<file path="src/rtl/ttt_auto_player.sv">
// rtl/ttt_auto_player.sv - tic-tac-toe move generator: win, then block, then fallback scan
module ttt_auto_player #(
    parameter logic [1:0] ME_CODE  = 2'b10,
    parameter logic [1:0] OPP_CODE = 2'b01
) (
    input  logic       clk,
    input  logic       resetn,
    input  logic       new_game,
    input  logic       turn_req,
    input  logic       opp_valid,
    input  logic [1:0] opp_row,
    input  logic [1:0] opp_col,
    output logic [1:0] move_row,
    output logic [1:0] move_col,
    output logic       move_strobe,
    output logic       busy,
    output logic       no_move,
    output logic       err
);

    typedef enum logic [2:0] {IDLE, SCAN_WIN, SCAN_BLOCK, PICK, ISSUE} state_t;

    state_t          state, state_next;
    logic [3:0]      idx, idx_next;
    logic [8:0][1:0] board;
    logic            strobe_next, no_move_next;
    logic            pick_found;
    logic [3:0]      pick_idx;
    logic [3:0]      opp_k;
    logic            opp_bad, opp_occ;
    logic [3:0]      issue_rc;

    function automatic logic [11:0] line_cells(input logic [2:0] l);
        case (l)
            3'd0: return {4'd0, 4'd1, 4'd2};
            3'd1: return {4'd3, 4'd4, 4'd5};
            3'd2: return {4'd6, 4'd7, 4'd8};
            3'd3: return {4'd0, 4'd3, 4'd6};
            3'd4: return {4'd1, 4'd4, 4'd7};
            3'd5: return {4'd2, 4'd5, 4'd8};
            3'd6: return {4'd0, 4'd4, 4'd8};
            default: return {4'd2, 4'd4, 4'd6};
        endcase
    endfunction

    // True when cell k is empty and some line through k has its other two cells equal to c.
    function automatic logic completes(input logic [8:0][1:0] b, input logic [3:0] k,
                                       input logic [1:0] c);
        logic        hit;
        logic [11:0] ln;
        logic [3:0]  a0, a1, a2;
        hit = 1'b0;
        for (int l = 0; l < 8; l++) begin
            ln = line_cells(3'(l));
            a0 = ln[11:8];
            a1 = ln[7:4];
            a2 = ln[3:0];
            if (a0 == k && b[a1] == c && b[a2] == c) hit = 1'b1;
            if (a1 == k && b[a0] == c && b[a2] == c) hit = 1'b1;
            if (a2 == k && b[a0] == c && b[a1] == c) hit = 1'b1;
        end
        return hit && (b[k] == 2'b00);
    endfunction

    function automatic logic [3:0] cell_rc(input logic [3:0] k);
        case (k)
            4'd0: return {2'd0, 2'd0};
            4'd1: return {2'd0, 2'd1};
            4'd2: return {2'd0, 2'd2};
            4'd3: return {2'd1, 2'd0};
            4'd4: return {2'd1, 2'd1};
            4'd5: return {2'd1, 2'd2};
            4'd6: return {2'd2, 2'd0};
            4'd7: return {2'd2, 2'd1};
            4'd8: return {2'd2, 2'd2};
            default: return 4'd0;
        endcase
    endfunction

    assign opp_k    = ({2'b00, opp_row} * 4'd3) + {2'b00, opp_col};
    assign opp_bad  = (opp_row == 2'd3) || (opp_col == 2'd3);
    assign opp_occ  = !opp_bad && (board[opp_k] != 2'b00);
    assign issue_rc = cell_rc(idx);

    // Center first, otherwise the lowest empty cell.
    always_comb begin
        pick_found = 1'b0;
        pick_idx   = 4'd0;
        if (board[4] == 2'b00) begin
            pick_found = 1'b1;
            pick_idx   = 4'd4;
        end else begin
            for (int i = 8; i >= 0; i--) begin
                if (board[i] == 2'b00) begin
                    pick_found = 1'b1;
                    pick_idx   = 4'(i);
                end
            end
        end
    end

    always_ff @(posedge clk or negedge resetn) begin
        if (!resetn) begin
            state <= IDLE;
            idx   <= 4'd0;
        end else begin
            state <= state_next;
            idx   <= idx_next;
        end
    end

    always_comb begin
        state_next   = state;
        idx_next     = idx;
        strobe_next  = 1'b0;
        no_move_next = 1'b0;
        case (state)
            IDLE: begin
                if (turn_req) begin
                    idx_next   = 4'd0;
                    state_next = SCAN_WIN;
                end
            end
            SCAN_WIN: begin
                if (completes(board, idx, ME_CODE)) begin
                    state_next = ISSUE;
                end else if (idx == 4'd8) begin
                    idx_next   = 4'd0;
                    state_next = SCAN_BLOCK;
                end else begin
                    idx_next = idx + 4'd1;
                end
            end
            SCAN_BLOCK: begin
                if (completes(board, idx, OPP_CODE)) begin
                    state_next = ISSUE;
                end else if (idx == 4'd8) begin
                    state_next = PICK;
                end else begin
                    idx_next = idx + 4'd1;
                end
            end
            PICK: begin
                if (pick_found) begin
                    idx_next   = pick_idx;
                    state_next = ISSUE;
                end else begin
                    no_move_next = 1'b1;
                    state_next   = IDLE;
                end
            end
            ISSUE: begin
                strobe_next = 1'b1;
                state_next  = IDLE;
            end
            default: state_next = IDLE;
        endcase
        if (new_game) begin
            state_next   = IDLE;
            strobe_next  = 1'b0;
            no_move_next = 1'b0;
        end
    end

    always_ff @(posedge clk or negedge resetn) begin
        if (!resetn) begin
            board       <= '0;
            move_row    <= 2'd0;
            move_col    <= 2'd0;
            move_strobe <= 1'b0;
            no_move     <= 1'b0;
            err         <= 1'b0;
            busy        <= 1'b0;
        end else begin
            move_strobe <= strobe_next;
            no_move     <= no_move_next;
            err         <= 1'b0;
            busy        <= (state != IDLE);
            if (new_game) begin
                board <= '0;
                busy  <= 1'b0;
            end else begin
                if (opp_valid) begin
                    if (opp_bad || opp_occ || state != IDLE) err <= 1'b1;
                    if (!opp_bad && !opp_occ) board[opp_k] <= OPP_CODE;
                end
                // Own write is last so it wins a same-cell collision with the opponent.
                if (state == ISSUE) begin
                    board[idx] <= ME_CODE;
                    move_row   <= issue_rc[3:2];
                    move_col   <= issue_rc[1:0];
                end
            end
        end
    end

endmodule

</file>
<file path="config.mk">
export PLATFORM = sky130hd
export DESIGN_NAME = ttt_auto_player
export DESIGN_NICKNAME = d
export VERILOG_FILES = /design/src/rtl/ttt_auto_player.sv
export SDC_FILE = /design/constraint.sdc
export NUM_CORES = 1
export LEC_CHECK = 0
export ABC_AREA = 1
export CORE_MARGIN = 8
export CORE_UTILIZATION = 60
export CTS_CLUSTER_SIZE = 30
export DETAILED_ROUTE_END_ITERATION = 16
export GPL_TIMING_DRIVEN = 0
export PLACE_DENSITY = 0.85
export SLEW_MARGIN = 20
export SYNTH_ARGS = -nofsm -noshare
export SYNTH_HDL_FRONTEND = slang
export SYNTH_SLANG_ARGS = --single-unit
</file>
<file path="constraint.sdc">
create_clock -name clk -period 2.8 [get_ports clk]
set_input_delay 0.42 -clock clk [delete_from_list [all_inputs] [get_ports clk]]
set_output_delay 0.42 -clock clk [all_outputs]
set_load 0.005 [all_outputs]
</file>
==> impl_metrics.prom, run 1 <==
# TYPE chip_impl_metric gauge
chip_impl_metric{name="pin_count",unit=""} 17
chip_impl_metric{name="drive_gt1_frac",unit=""} 0.105
chip_impl_metric{name="final_min_period_over_clock_period",unit=""} 0.957
chip_impl_metric{name="timing.slew.headroom",unit=""} 0.249
chip_impl_metric{name="viasPerCell",unit=""} 5.84
chip_impl_info{name="dominant_cells_by_area_after_synthesis",value="sky130_fd_sc_hd__dfrtp_1 (30%), sky130_fd_sc_hd__nand2_1 (13%), sky130_fd_sc_hd__inv_1 (8.9%)"} 1
chip_impl_metric{name="io_buffer_count",unit=""} 16
chip_impl_metric{name="setup_viol",unit=""} 0
chip_impl_info{name="synth_top_cell_by_area",value="sky130_fd_sc_hd__dfrtp_1"} 1
chip_impl_metric{name="postRouteAntennaNets",unit=""} 0
chip_impl_metric{name="maxCapViolCount",unit=""} 0
chip_impl_metric{name="critPathArrivalTime",unit="ns"} 2.91
chip_impl_info{name="unrepaired_setup_endpoints_after_global_routing",value="false"} 1
chip_impl_metric{name="detailed_route_wire_length_per_cell",unit="um"} 15.5
chip_impl_info{name="tritoncts_clock_tree",value="built"} 1
chip_impl_info{name="critPathCaptureType",value="flop"} 1
chip_impl_metric{name="hpwlAfterDp",unit="um"} 6050
chip_impl_info{name="postSynth.topFlopCell",value="sky130_fd_sc_hd__dfrtp_1"} 1
chip_impl_metric{name="yosysSeqAreaShare",unit=""} 0.302
chip_impl_metric{name="wire_length_of_the_first_global_routing_pass",unit="um"} 13000
chip_impl_info{name="path_type_of_the_worst_setup_path",value="in -> reg"} 1
chip_impl_metric{name="post_synth_instance_area",unit="mm^2"} 0.00274
chip_impl_metric{name="crit_path_max_incr_delay",unit="ns"} 0.50
chip_impl_metric{name="cts_repair_resize_count",unit=""} 1
chip_impl_info{name="hp-class",value="in -> async"} 1
chip_impl_metric{name="worst_clock_skew",unit="ns"} 0.00709
chip_impl_metric{name="yosys_warnings",unit=""} 0
chip_impl_metric{name="grt-ovfl-total",unit=""} 0
chip_impl_metric{name="initial_core_util",unit=""} 0.624
chip_impl_metric{name="final_cells",unit=""} 500
chip_impl_metric{name="register_clock_pin_slew_on_the_reported_worst_setup_and_hold_paths",unit="ns"} 0.08
chip_impl_metric{name="critPathBufInv",unit=""} 3
chip_impl_metric{name="global_route.usage.total",unit=""} 0.225
chip_impl_metric{name="yosysUniqueCellTypes",unit=""} 37
chip_impl_metric{name="mapped_nets",unit=""} 441
chip_impl_metric{name="core_area",unit="mm^2"} 0.00438
chip_impl_metric{name="finalMaxSlewViolations",unit=""} 0
chip_impl_metric{name="largest_net_degree_at_the_start_of_global_routing",unit=""} 24
chip_impl_metric{name="clock_latency",unit="ns"} 0.30
chip_impl_metric{name="die_w",unit="um"} 83.5
chip_impl_info{name="cell_class_contributing_the_biggest_share_of_worst_path_delay",value="adder cells"} 1
chip_impl_metric{name="cts_hold_buf",unit=""} 0
chip_impl_metric{name="synth-async-reset-ratio",unit=""} 1.00
chip_impl_info{name="clock-root-buffer",value="sky130_fd_sc_hd__clkbuf_8"} 1
chip_impl_metric{name="design.die.area",unit="mm^2"} 0.00698
chip_impl_metric{name="number_of_global_route_vias_before_repair",unit=""} 2780
chip_impl_info{name="status",value="finished, final reports clean"} 1
chip_impl_metric{name="inserted_diodes",unit=""} 0
chip_impl_metric{name="floorplan.die.height",unit="um"} 83.5
chip_impl_metric{name="initial_antenna_violation_count",unit=""} 0
chip_impl_metric{name="yosysTopAreaCellShare",unit=""} 0.302
chip_impl_info{name="crit_path_start_kind",value="primary input"} 1
chip_impl_metric{name="detail_route.drc_violations",unit=""} 0
chip_impl_metric{name="peakVddDrop",unit="uV"} 272
chip_impl_metric{name="finish.net_count",unit=""} 465
chip_impl_metric{name="gp_routability_congestion",unit=""} 1.01
chip_impl_metric{name="final.min_clock_period",unit="ns"} 2.68
chip_impl_metric{name="cts_buffer_depth",unit=""} 2
chip_impl_metric{name="post_synth_edffs",unit=""} 0
chip_impl_metric{name="areaGrowthSynthToFinish",unit="%"} 12.6
chip_impl_metric{name="postCtsSetupBuffers",unit=""} 0
chip_impl_metric{name="timing_worst_slew_pin_value",unit="ns"} 1.12
chip_impl_info{name="worst_path_max_delay_cell",value="sky130_fd_sc_hd__clkdlybuf4s50_1"} 1
chip_impl_metric{name="synth_cells",unit=""} 423
chip_impl_metric{name="clkSinkCount",unit=""} 33
chip_impl_metric{name="timing.fmax",unit="MHz"} 373
chip_impl_metric{name="hold_ws",unit="ns"} 0.00928
chip_impl_metric{name="wirelength",unit="um"} 7760
chip_impl_metric{name="cts_made_buffers",unit=""} 5
chip_impl_metric{name="drt_pre_antenna_iters",unit=""} 5
chip_impl_metric{name="power.static_leakage",unit="nW"} 1.54
chip_impl_info{name="critical_path.cell_chain",value="clkdlybuf4s50_1 > fa_1 > ha_1 > inv_1 > fa_1 > nand3_1 > o21ai_0 > a21oi_1 > nand2_1 > inv_4 > nand3_1 > a21oi_1"} 1
chip_impl_metric{name="synth_seq_cells",unit=""} 33
chip_impl_metric{name="critical_path_peak_fanout",unit=""} 9
chip_impl_metric{name="numPlacedInstances",unit=""} 492
chip_impl_metric{name="placement_rows",unit=""} 24
chip_impl_metric{name="dr.first_iter.drc_count",unit=""} 329
chip_impl_metric{name="syn-mean-instance-area",unit="um^2"} 6.47
chip_impl_info{name="synthTopCellsByCount",value="sky130_fd_sc_hd__nand2_1 (93), sky130_fd_sc_hd__inv_1 (65), sky130_fd_sc_hd__nor2_1 (65), sky130_fd_sc_hd__a21oi_1 (33), sky130_fd_sc_hd__dfrtp_1 (33)"} 1
chip_impl_metric{name="cts.htree.levels",unit=""} 2
chip_impl_metric{name="total_vias_in_the_final_route",unit=""} 2919
chip_impl_metric{name="number_of_hold_slack_violations_in_the_final_timing_report",unit=""} 0
chip_impl_metric{name="fin_total_pwr",unit="mW"} 1.44
chip_impl_info{name="synthMostInstantiatedCell",value="sky130_fd_sc_hd__nand2_1"} 1
chip_impl_metric{name="power-per-cell-area",unit="mW/mm^2"} 467
chip_impl_metric{name="worstPathRequired",unit="ns"} 3.03
[cells by family after synthesis]
family	Yosys count	share of synthesized area
flip-flops	33	0.302
adder cells (fa/ha/maj)	9	0.0466
multiplexers	2	0.00823
buffers and inverters	79	0.111
AND/OR/NAND/NOR	222	0.370
AO/OA/AOI/OAI	76	0.156
XOR/XNOR	2	0.00640
[per-layer routing]
layer | global-route usage | share of wire | wire length (um)
met5 | 0 | 0 | 0
met4 | 0.115 | 0.037 | 286
met3 | 0.0537 | 0.088 | 685
met2 | 0.357 | 0.46 | 3600
met1 | 0.277 | 0.41 | 3180
[area by class of cell]
class                      count  area [um^2]
inverter                      74          280
clock inverter                 2         10.0
timing repair buffer          17          188
tap                           52         65.1
fill                         385         1300
sequential                    33          826
clock buffer                   6         72.6
multi-input combinational    311         1620
buffer                         5         25.0
[metrics by stage]
step	cell area (um^2)	util	setup WS (ns)	TNS, ns
2_1_floorplan	2740	-	0.313	0
3_3_place_gp	2960	0.676	-0.369	-3.18
3_5_place_dp	2980	0.681	-0.428	-3.80
4_1_cts	3070	0.700	0.0128	0
5_1_grt	3080	0.703	0.0108	0
6_report	3080	0.703	0.121	0
[state kept, by name (all words and copies together) (netlist names)]
signal,count
no_move,1
move_row,2
move_col,2
board,18
idx,4
err,1
move_strobe,1
busy,1
state,3
[power breakdown]
part | total, mW | internal [mW] | leakage (nW) | switching [mW]
registers | 0.531 | 0.501 | 0.451 | 0.0302
clock network | 0.368 | 0.173 | 0.0450 | 0.196
logic | 0.538 | 0.174 | 1.04 | 0.364
total | 1.44 | 0.848 | 1.54 | 0.590
[placed cells by master (no fill, tap or decap), types with 4 or more instances in the layout]
cell type / n
sky130_fd_sc_hd__inv_2: 8
sky130_fd_sc_hd__dfrtp_1: 33
sky130_fd_sc_hd__a22oi_1: 4
sky130_fd_sc_hd__nor2_1: 65
sky130_fd_sc_hd__a21oi_1: 31
sky130_fd_sc_hd__nand2_1: 93
sky130_fd_sc_hd__nand3_2: 5
sky130_fd_sc_hd__o21ai_1: 11
sky130_fd_sc_hd__o21ai_0: 17
sky130_fd_sc_hd__ha_1: 7
sky130_fd_sc_hd__clkbuf_8: 5
sky130_fd_sc_hd__nor3_1: 14
sky130_fd_sc_hd__nand2_4: 5
sky130_fd_sc_hd__nand3_1: 24
sky130_fd_sc_hd__inv_1: 65
sky130_fd_sc_hd__clkdlybuf4s50_1: 13
sky130_fd_sc_hd__nor2_2: 5
sky130_fd_sc_hd__nand4_1: 4
[worst paths after layout]
kind	from	end	slack [ns]	depth (start not counted)
worst max-delay path	opp_col[1]	board[4]	0.12	12
worst min-delay path	resetn	board[15]	0.009	1
worst max register to register	idx[0]	state[0]	0.39	15
worst min register to register	move_col[1]	move_col[1]	0.50	1
max in group asynchronous	resetn	move_strobe	2.37	2
min in group clk	move_col[1]	move_col[1]	0.50	1
Note: power is estimated with default switching activity, not from simulation.
==> run 2, diff against run 1 <==
--- a/config.mk
+++ b/config.mk
@@ -10,7 +10,6 @@
 export CORE_UTILIZATION = 60
 export CTS_CLUSTER_SIZE = 30
 export DETAILED_ROUTE_END_ITERATION = 16
-export GPL_TIMING_DRIVEN = 0
 export PLACE_DENSITY = 0.85
 export SLEW_MARGIN = 20
 export SYNTH_ARGS = -nofsm -noshare
==> impl_metrics.prom, run 2 (synthesis results as in run 1) <==
# TYPE chip_impl_metric gauge
chip_impl_metric{name="detailedPlace.worstSlack",unit="ns"} -0.440
chip_impl_metric{name="crit_path_max_incr_delay",unit="ns"} 0.58
chip_impl_metric{name="timing.fmax",unit="MHz"} 402
chip_impl_metric{name="dr.first_iter.drc_count",unit=""} 269
chip_impl_metric{name="viasPerCell",unit=""} 5.81
chip_impl_info{name="critPathCaptureType",value="flop"} 1
chip_impl_metric{name="core_area",unit="mm^2"} 0.00438
chip_impl_metric{name="detailed_route_wire_length_per_cell",unit="um"} 15.8
chip_impl_metric{name="power-per-cell-area",unit="mW/mm^2"} 495
chip_impl_metric{name="setup-tns-final",unit="ns"} 0
chip_impl_metric{name="timing.slew.headroom",unit=""} 0.537
chip_impl_metric{name="hold-path-cell-count",unit=""} 1
chip_impl_metric{name="detail_route.drc_violations",unit=""} 0
chip_impl_metric{name="timing_worst_slew_pin_value",unit="ns"} 0.688
chip_impl_metric{name="initial_core_util",unit=""} 0.624
chip_impl_metric{name="cts_made_buffers",unit=""} 5
chip_impl_metric{name="met1_usage_grt",unit=""} 0.271
chip_impl_metric{name="reg2reg_setup_slack",unit="ns"} 0.35
chip_impl_metric{name="pin_count",unit=""} 17
chip_impl_metric{name="clock_latency",unit="ns"} 0.30
chip_impl_metric{name="wire_length_of_the_first_global_routing_pass",unit="um"} 13500
chip_impl_metric{name="final_min_period_over_clock_period",unit=""} 0.889
chip_impl_metric{name="final_cells",unit=""} 511
chip_impl_metric{name="global_route.usage.total",unit=""} 0.232
chip_impl_info{name="timing.rr.end",value="state[0]"} 1
chip_impl_metric{name="io_buffer_count",unit=""} 16
chip_impl_metric{name="gp_routability_congestion",unit=""} 1.02
chip_impl_metric{name="placement_rows",unit=""} 24
chip_impl_metric{name="numPlacedInstances",unit=""} 503
chip_impl_metric{name="r2r.worst_path.cells",unit=""} 14
chip_impl_metric{name="number_of_global_route_vias_before_repair",unit=""} 2916
chip_impl_metric{name="setup_viol",unit=""} 0
chip_impl_metric{name="drive_gt1_frac",unit=""} 0.135
chip_impl_metric{name="critPathBufInv",unit=""} 3
chip_impl_metric{name="final.min_clock_period",unit="ns"} 2.49
chip_impl_metric{name="critical_path_peak_fanout",unit=""} 4
chip_impl_metric{name="met2_usage",unit=""} 0.380
chip_impl_metric{name="drt_pre_antenna_iters",unit=""} 6
chip_impl_info{name="hold_path_end",value="move_row[0]"} 1
chip_impl_metric{name="hold_ws",unit="ns"} 0.513
chip_impl_info{name="status",value="finished, final reports clean"} 1
chip_impl_info{name="register_ranked_first_by_flip_flop_count",value="board"} 1
chip_impl_metric{name="wirelength",unit="um"} 8070
chip_impl_metric{name="critPathArrivalTime",unit="ns"} 2.67
chip_impl_info{name="critical_path.cell_chain",value="dlymetal6s2s_1 > fa_1 > ha_1 > inv_1 > fa_2 > nand3_2 > o21ai_2 > a21oi_2 > nand2_2 > buf_4 > nor3_1 > o211a_1"} 1
chip_impl_metric{name="met3_usage",unit=""} 0.0537
chip_impl_metric{name="total_vias_in_the_final_route",unit=""} 2971
chip_impl_metric{name="die_w",unit="um"} 83.5
chip_impl_metric{name="fin_total_pwr",unit="mW"} 1.59
chip_impl_metric{name="largest_net_degree_at_the_start_of_global_routing",unit=""} 34
chip_impl_metric{name="inserted_diodes",unit=""} 0
chip_impl_info{name="worst_path_max_delay_cell",value="sky130_fd_sc_hd__fa_2"} 1
chip_impl_metric{name="worstPathRequired",unit="ns"} 2.98
chip_impl_info{name="crit_path_start_kind",value="primary input"} 1
chip_impl_metric{name="register_clock_pin_slew_on_the_reported_worst_setup_and_hold_paths",unit="ns"} 0.08
chip_impl_info{name="largest_registers",value="board: 18 flops, idx: 4 flops, state: 3 flops"} 1
chip_impl_info{name="crit-reg2reg-launch",value="idx[1]"} 1
chip_impl_info{name="hp-class",value="reg -> reg"} 1
chip_impl_metric{name="cts_hold_buf",unit=""} 0
chip_impl_metric{name="finish.net_count",unit=""} 476
chip_impl_metric{name="finalMaxSlewViolations",unit=""} 0
chip_impl_info{name="top_usage_layer",value="met2"} 1
chip_impl_info{name="tritoncts_clock_tree",value="built"} 1
chip_impl_metric{name="design.die.area",unit="mm^2"} 0.00698
chip_impl_info{name="mostFrequentLayoutCell",value="sky130_fd_sc_hd__nand2_1"} 1
chip_impl_info{name="clock-root-buffer",value="sky130_fd_sc_hd__clkbuf_8"} 1
chip_impl_metric{name="number_of_hold_slack_violations_in_the_final_timing_report",unit=""} 0
chip_impl_info{name="hold_path.startpoint",value="move_row[0]"} 1
chip_impl_metric{name="postRouteAntennaNets",unit=""} 0
chip_impl_metric{name="worstSetupPathDepth",unit=""} 12
chip_impl_metric{name="grt-ovfl-total",unit=""} 0
chip_impl_metric{name="number_of_flip_flops_in_the_largest_register",unit=""} 18
chip_impl_metric{name="hpwlAfterDp",unit="um"} 6140
chip_impl_metric{name="areaGrowthSynthToFinish",unit="%"} 17.2
chip_impl_metric{name="peakVddDrop",unit="uV"} 340
chip_impl_metric{name="cts.htree.levels",unit=""} 2
chip_impl_metric{name="floorplan.die.height",unit="um"} 83.5
chip_impl_metric{name="worst_clock_skew",unit="ns"} 0.00902
chip_impl_info{name="layout_common_cells",value="sky130_fd_sc_hd__nand2_1 (92), sky130_fd_sc_hd__inv_1 (65), sky130_fd_sc_hd__nor2_1 (65)"} 1
chip_impl_info{name="unrepaired_setup_endpoints_after_global_routing",value="false"} 1
chip_impl_metric{name="initial_antenna_violation_count",unit=""} 0
chip_impl_metric{name="cts_buffer_depth",unit=""} 2
chip_impl_metric{name="postLayoutSetupSlackWorst",unit="ns"} 0.310
chip_impl_info{name="cell_class_contributing_the_biggest_share_of_worst_path_delay",value="adder cells"} 1
chip_impl_metric{name="maxCapViolCount",unit=""} 0
chip_impl_metric{name="clkSinkCount",unit=""} 33
chip_impl_info{name="path_type_of_the_worst_setup_path",value="in -> reg"} 1
chip_impl_metric{name="power.static_leakage",unit="nW"} 1.62
-- run 2: changes by cell type in the layout (fill, tap and decap cells not counted), moves of 2 or more --
cell                       before  now
sky130_fd_sc_hd__buf_4          1   17
sky130_fd_sc_hd__buf_2          3    0
sky130_fd_sc_hd__clkbuf_1       3    1
sky130_fd_sc_hd__clkinv_2       2    0
-- run 2: worst reg2reg max path: cells and delay by family (launching register included) --
kind | cells | cell delay (ns)
and+or+nand+nor | 8 | 0.84
DFF | 1 | 0.49
buffers and inverters | 4 | 0.52
AOI/OAI and AO/OA | 1 | 0.17
adders and majority gates | 1 | 0.32
-- run 2: through the flow --
| stage | utilization | instance area [um^2] |
|---|---|---|
| after floorplan | - | 2740 |
| after global placement | 0.699 | 3060 |
| after detailed placement | 0.699 | 3060 |
| after CTS | 0.726 | 3180 |
| after global routing | 0.732 | 3210 |
| final | 0.732 | 3210 |
-- run 2: cell type report --
class	count	area, um^2
Multi-Input combinational cell	311	1630
Fill cell	373	1180
Sequential cell	33	826
Timing Repair Buffer	33	295
Inverter	74	280
Clock buffer	7	86.3
Tap cell	52	65.1
Clock inverter	1	30.0
-- run 2: routing by layer --
| metal | vias up | wire length [um] |
|---|---|---|
| li1 | 1424 | - |
| met1 | 1332 | 3200 |
| met2 | 174 | 3760 |
| met3 | 41 | 722 |
| met4 | 0 | 395 |
| met5 | - | 0 |
-- run 2: timing repair --
action | 4_1_cts | 5_1_grt
endpoints found under the setup margin | 9 | 10
pin swaps | 0 | 4
gates resized for setup | 2 | 9
cloned | 0 | 0
buffers inserted | 0 | 0
-- run 2: how the worst max path moves through the flow --
stage / from / end / slack [ns]
finish: opp_row[0] / board[16] / 0.31
global route: idx[1] / state[0] / 0.20
CTS: opp_row[0] / board[16] / 0.03
detailed placement: opp_row[0] / err / -0.44
global placement: opp_row[0] / err / -0.28
floorplan: opp_row[0] / err / 0.31
-- run 2: report_power, final --
part           internal (mW)  switching (mW)
registers              0.501          0.0336
clock network          0.290           0.192
logic                  0.198           0.373
total                  0.989           0.599
==> run 3, diff against run 2 <==
--- a/config.mk
+++ b/config.mk
@@ -11,6 +11,7 @@
 export CTS_CLUSTER_SIZE = 30
 export DETAILED_ROUTE_END_ITERATION = 16
 export PLACE_DENSITY = 0.85
+export SKIP_CTS_REPAIR_TIMING = 1
 export SLEW_MARGIN = 20
 export SYNTH_ARGS = -nofsm -noshare
 export SYNTH_HDL_FRONTEND = slang
==> impl_metrics.prom, run 3 (synthesis results as in run 1) <==
# TYPE chip_impl_metric gauge
chip_impl_metric{name="cts.htree.levels",unit=""} 2
chip_impl_metric{name="io_buffer_count",unit=""} 16
chip_impl_metric{name="final.min_clock_period",unit="ns"} 2.59
chip_impl_metric{name="worstPathRequired",unit="ns"} 2.98
chip_impl_metric{name="maxCapViolCount",unit=""} 0
chip_impl_metric{name="initial_antenna_violation_count",unit=""} 0
chip_impl_metric{name="met2_usage",unit=""} 0.380
chip_impl_metric{name="drive_gt1_frac",unit=""} 0.137
chip_impl_metric{name="met1_usage_grt",unit=""} 0.272
chip_impl_metric{name="grt-ovfl-total",unit=""} 0
chip_impl_metric{name="pin_count",unit=""} 17
chip_impl_info{name="crit_path_start_kind",value="primary input"} 1
chip_impl_metric{name="wirelength",unit="um"} 8160
chip_impl_metric{name="cts_buffer_depth",unit=""} 2
chip_impl_metric{name="register_clock_pin_slew_on_the_reported_worst_setup_and_hold_paths",unit="ns"} 0.08
chip_impl_metric{name="critical_path_peak_fanout",unit=""} 4
chip_impl_metric{name="setup_viol",unit=""} 0
chip_impl_info{name="clock-root-buffer",value="sky130_fd_sc_hd__clkbuf_8"} 1
chip_impl_metric{name="dr.first_iter.drc_count",unit=""} 348
chip_impl_metric{name="cts_made_buffers",unit=""} 5
chip_impl_metric{name="finalMaxSlewViolations",unit=""} 0
chip_impl_info{name="path_type_of_the_worst_setup_path",value="in -> reg"} 1
chip_impl_metric{name="power-per-cell-area",unit="mW/mm^2"} 496
chip_impl_info{name="tritoncts_clock_tree",value="built"} 1
chip_impl_metric{name="finish.net_count",unit=""} 477
chip_impl_info{name="status",value="finished, final reports clean"} 1
chip_impl_metric{name="timing_worst_slew_pin_value",unit="ns"} 0.676
chip_impl_metric{name="total_vias_in_the_final_route",unit=""} 2987
chip_impl_metric{name="timing.slew.headroom",unit=""} 0.545
chip_impl_metric{name="floorplan.die.height",unit="um"} 83.5
chip_impl_metric{name="viasPerCell",unit=""} 5.83
chip_impl_metric{name="fin_total_pwr",unit="mW"} 1.60
chip_impl_info{name="critPathCaptureType",value="flop"} 1
chip_impl_info{name="top_usage_layer",value="met2"} 1
chip_impl_metric{name="worst_clock_skew",unit="ns"} 0.00964
chip_impl_info{name="unrepaired_setup_endpoints_after_global_routing",value="false"} 1
chip_impl_metric{name="core_area",unit="mm^2"} 0.00438
chip_impl_metric{name="clock_latency",unit="ns"} 0.30
chip_impl_metric{name="largest_net_degree_at_the_start_of_global_routing",unit=""} 34
chip_impl_metric{name="place_area",unit="mm^2"} 0.00306
chip_impl_info{name="register_ranked_first_by_flip_flop_count",value="board"} 1
chip_impl_metric{name="die_w",unit="um"} 83.5
chip_impl_metric{name="clkSinkCount",unit=""} 33
chip_impl_metric{name="met3_usage",unit=""} 0.0537
chip_impl_metric{name="num-fill-cells",unit=""} 373
chip_impl_metric{name="global_route.usage.total",unit=""} 0.232
chip_impl_metric{name="drt_pre_antenna_iters",unit=""} 7
chip_impl_metric{name="number_of_global_route_vias_before_repair",unit=""} 2916
chip_impl_info{name="hp-class",value="reg -> reg"} 1
chip_impl_metric{name="inserted_diodes",unit=""} 0
chip_impl_metric{name="gp_routability_congestion",unit=""} 1.02
chip_impl_metric{name="fin_area",unit="mm^2"} 0.00322
chip_impl_metric{name="numPlacedInstances",unit=""} 503
chip_impl_info{name="layout_common_cells",value="sky130_fd_sc_hd__nand2_1 (92), sky130_fd_sc_hd__inv_1 (65), sky130_fd_sc_hd__nor2_1 (65)"} 1
chip_impl_metric{name="detailed_route_wire_length_per_cell",unit="um"} 15.9
chip_impl_metric{name="final_cells",unit=""} 512
chip_impl_metric{name="wire_length_of_the_first_global_routing_pass",unit="um"} 13500
chip_impl_metric{name="placement_rows",unit=""} 24
chip_impl_metric{name="areaGrowthSynthToFinish",unit="%"} 17.6
chip_impl_info{name="largest_registers",value="board: 18 flops, idx: 4 flops, state: 3 flops"} 1
chip_impl_metric{name="postRouteAntennaNets",unit=""} 0
chip_impl_metric{name="critPathArrivalTime",unit="ns"} 2.77
chip_impl_metric{name="final_min_period_over_clock_period",unit=""} 0.924
chip_impl_metric{name="design.die.area",unit="mm^2"} 0.00698
chip_impl_metric{name="peakVddDrop",unit="uV"} 349
chip_impl_metric{name="sequential_cell_area",unit="um^2"} 826
chip_impl_metric{name="power.static_leakage",unit="nW"} 1.62
chip_impl_metric{name="timing.fmax",unit="MHz"} 387
chip_impl_metric{name="number_of_hold_slack_violations_in_the_final_timing_report",unit=""} 0
chip_impl_metric{name="number_of_flip_flops_in_the_largest_register",unit=""} 18
chip_impl_info{name="mostFrequentLayoutCell",value="sky130_fd_sc_hd__nand2_1"} 1
chip_impl_metric{name="multiInputGateArea",unit="mm^2"} 0.00163
chip_impl_metric{name="hpwlAfterDp",unit="um"} 6140
chip_impl_metric{name="initial_core_util",unit=""} 0.624
chip_impl_metric{name="detail_route.drc_violations",unit=""} 0
-- run 3: layer usage --
layer  wire length (um)  vias to the layer above
li1                   -                     1427
met1               3170                     1344
met2               3860                      181
met3                748                       35
met4                383                        0
met5                  0                        -
-- run 3: layout make-up --
cell class                 instances  area share
sequential                        33       0.257
inverter                          74      0.0874
multi-input combinational        311       0.506
timing repair buffer              33      0.0917
tap                               52      0.0202
timing repair inverter             1     0.00233
clock buffer                       7      0.0268
clock inverter                     1     0.00933
-- run 3: report_power, final --
group	internal (mW)	total, mW	switching, mW
Sequential	0.501	0.535	0.0339
Clock	0.290	0.485	0.195
Combinational	0.198	0.576	0.378
Total	0.989	1.60	0.607
-- run 3: per-stage QoR --
stage	setup slack (ns)	setup TNS, ns	util	hold slack [ns]
floorplan	0.313	0	-	0.124
global placement	-0.282	-2.47	0.699	0.477
detailed placement	-0.440	-3.88	0.699	0.500
CTS	-0.117	-0.895	0.725	0.517
global route	0.151	0	0.734	0.533
finish	0.213	0	0.734	0.513
-- run 3: critical path: stages --
cell,delay (ns)
sky130_fd_sc_hd__dlymetal6s2s_1,0.15
sky130_fd_sc_hd__fa_1,0.54
sky130_fd_sc_hd__ha_1,0.15
sky130_fd_sc_hd__inv_1,0.05
sky130_fd_sc_hd__fa_1,0.58
sky130_fd_sc_hd__nand3_2,0.10
sky130_fd_sc_hd__o21ai_2,0.19
sky130_fd_sc_hd__a21oi_2,0.06
sky130_fd_sc_hd__nand2_2,0.15
sky130_fd_sc_hd__buf_4,0.14
sky130_fd_sc_hd__nor3_1,0.03
sky130_fd_sc_hd__o211a_1,0.20
-- run 3: worst paths after layout --
path	startpoint	endpoint	slack [ns]	depth (start not counted)
min in group asynchronous	resetn	board[11]	0.53	2
hold reg to reg	move_row[0]	move_row[0]	0.51	1
setup / recovery	opp_row[0]	board[16]	0.21	12
hold / removal	move_row[0]	move_row[0]	0.51	1
setup reg to reg	idx[1]	state[0]	0.36	14
max in group asynchronous	resetn	board[16]	1.96	2
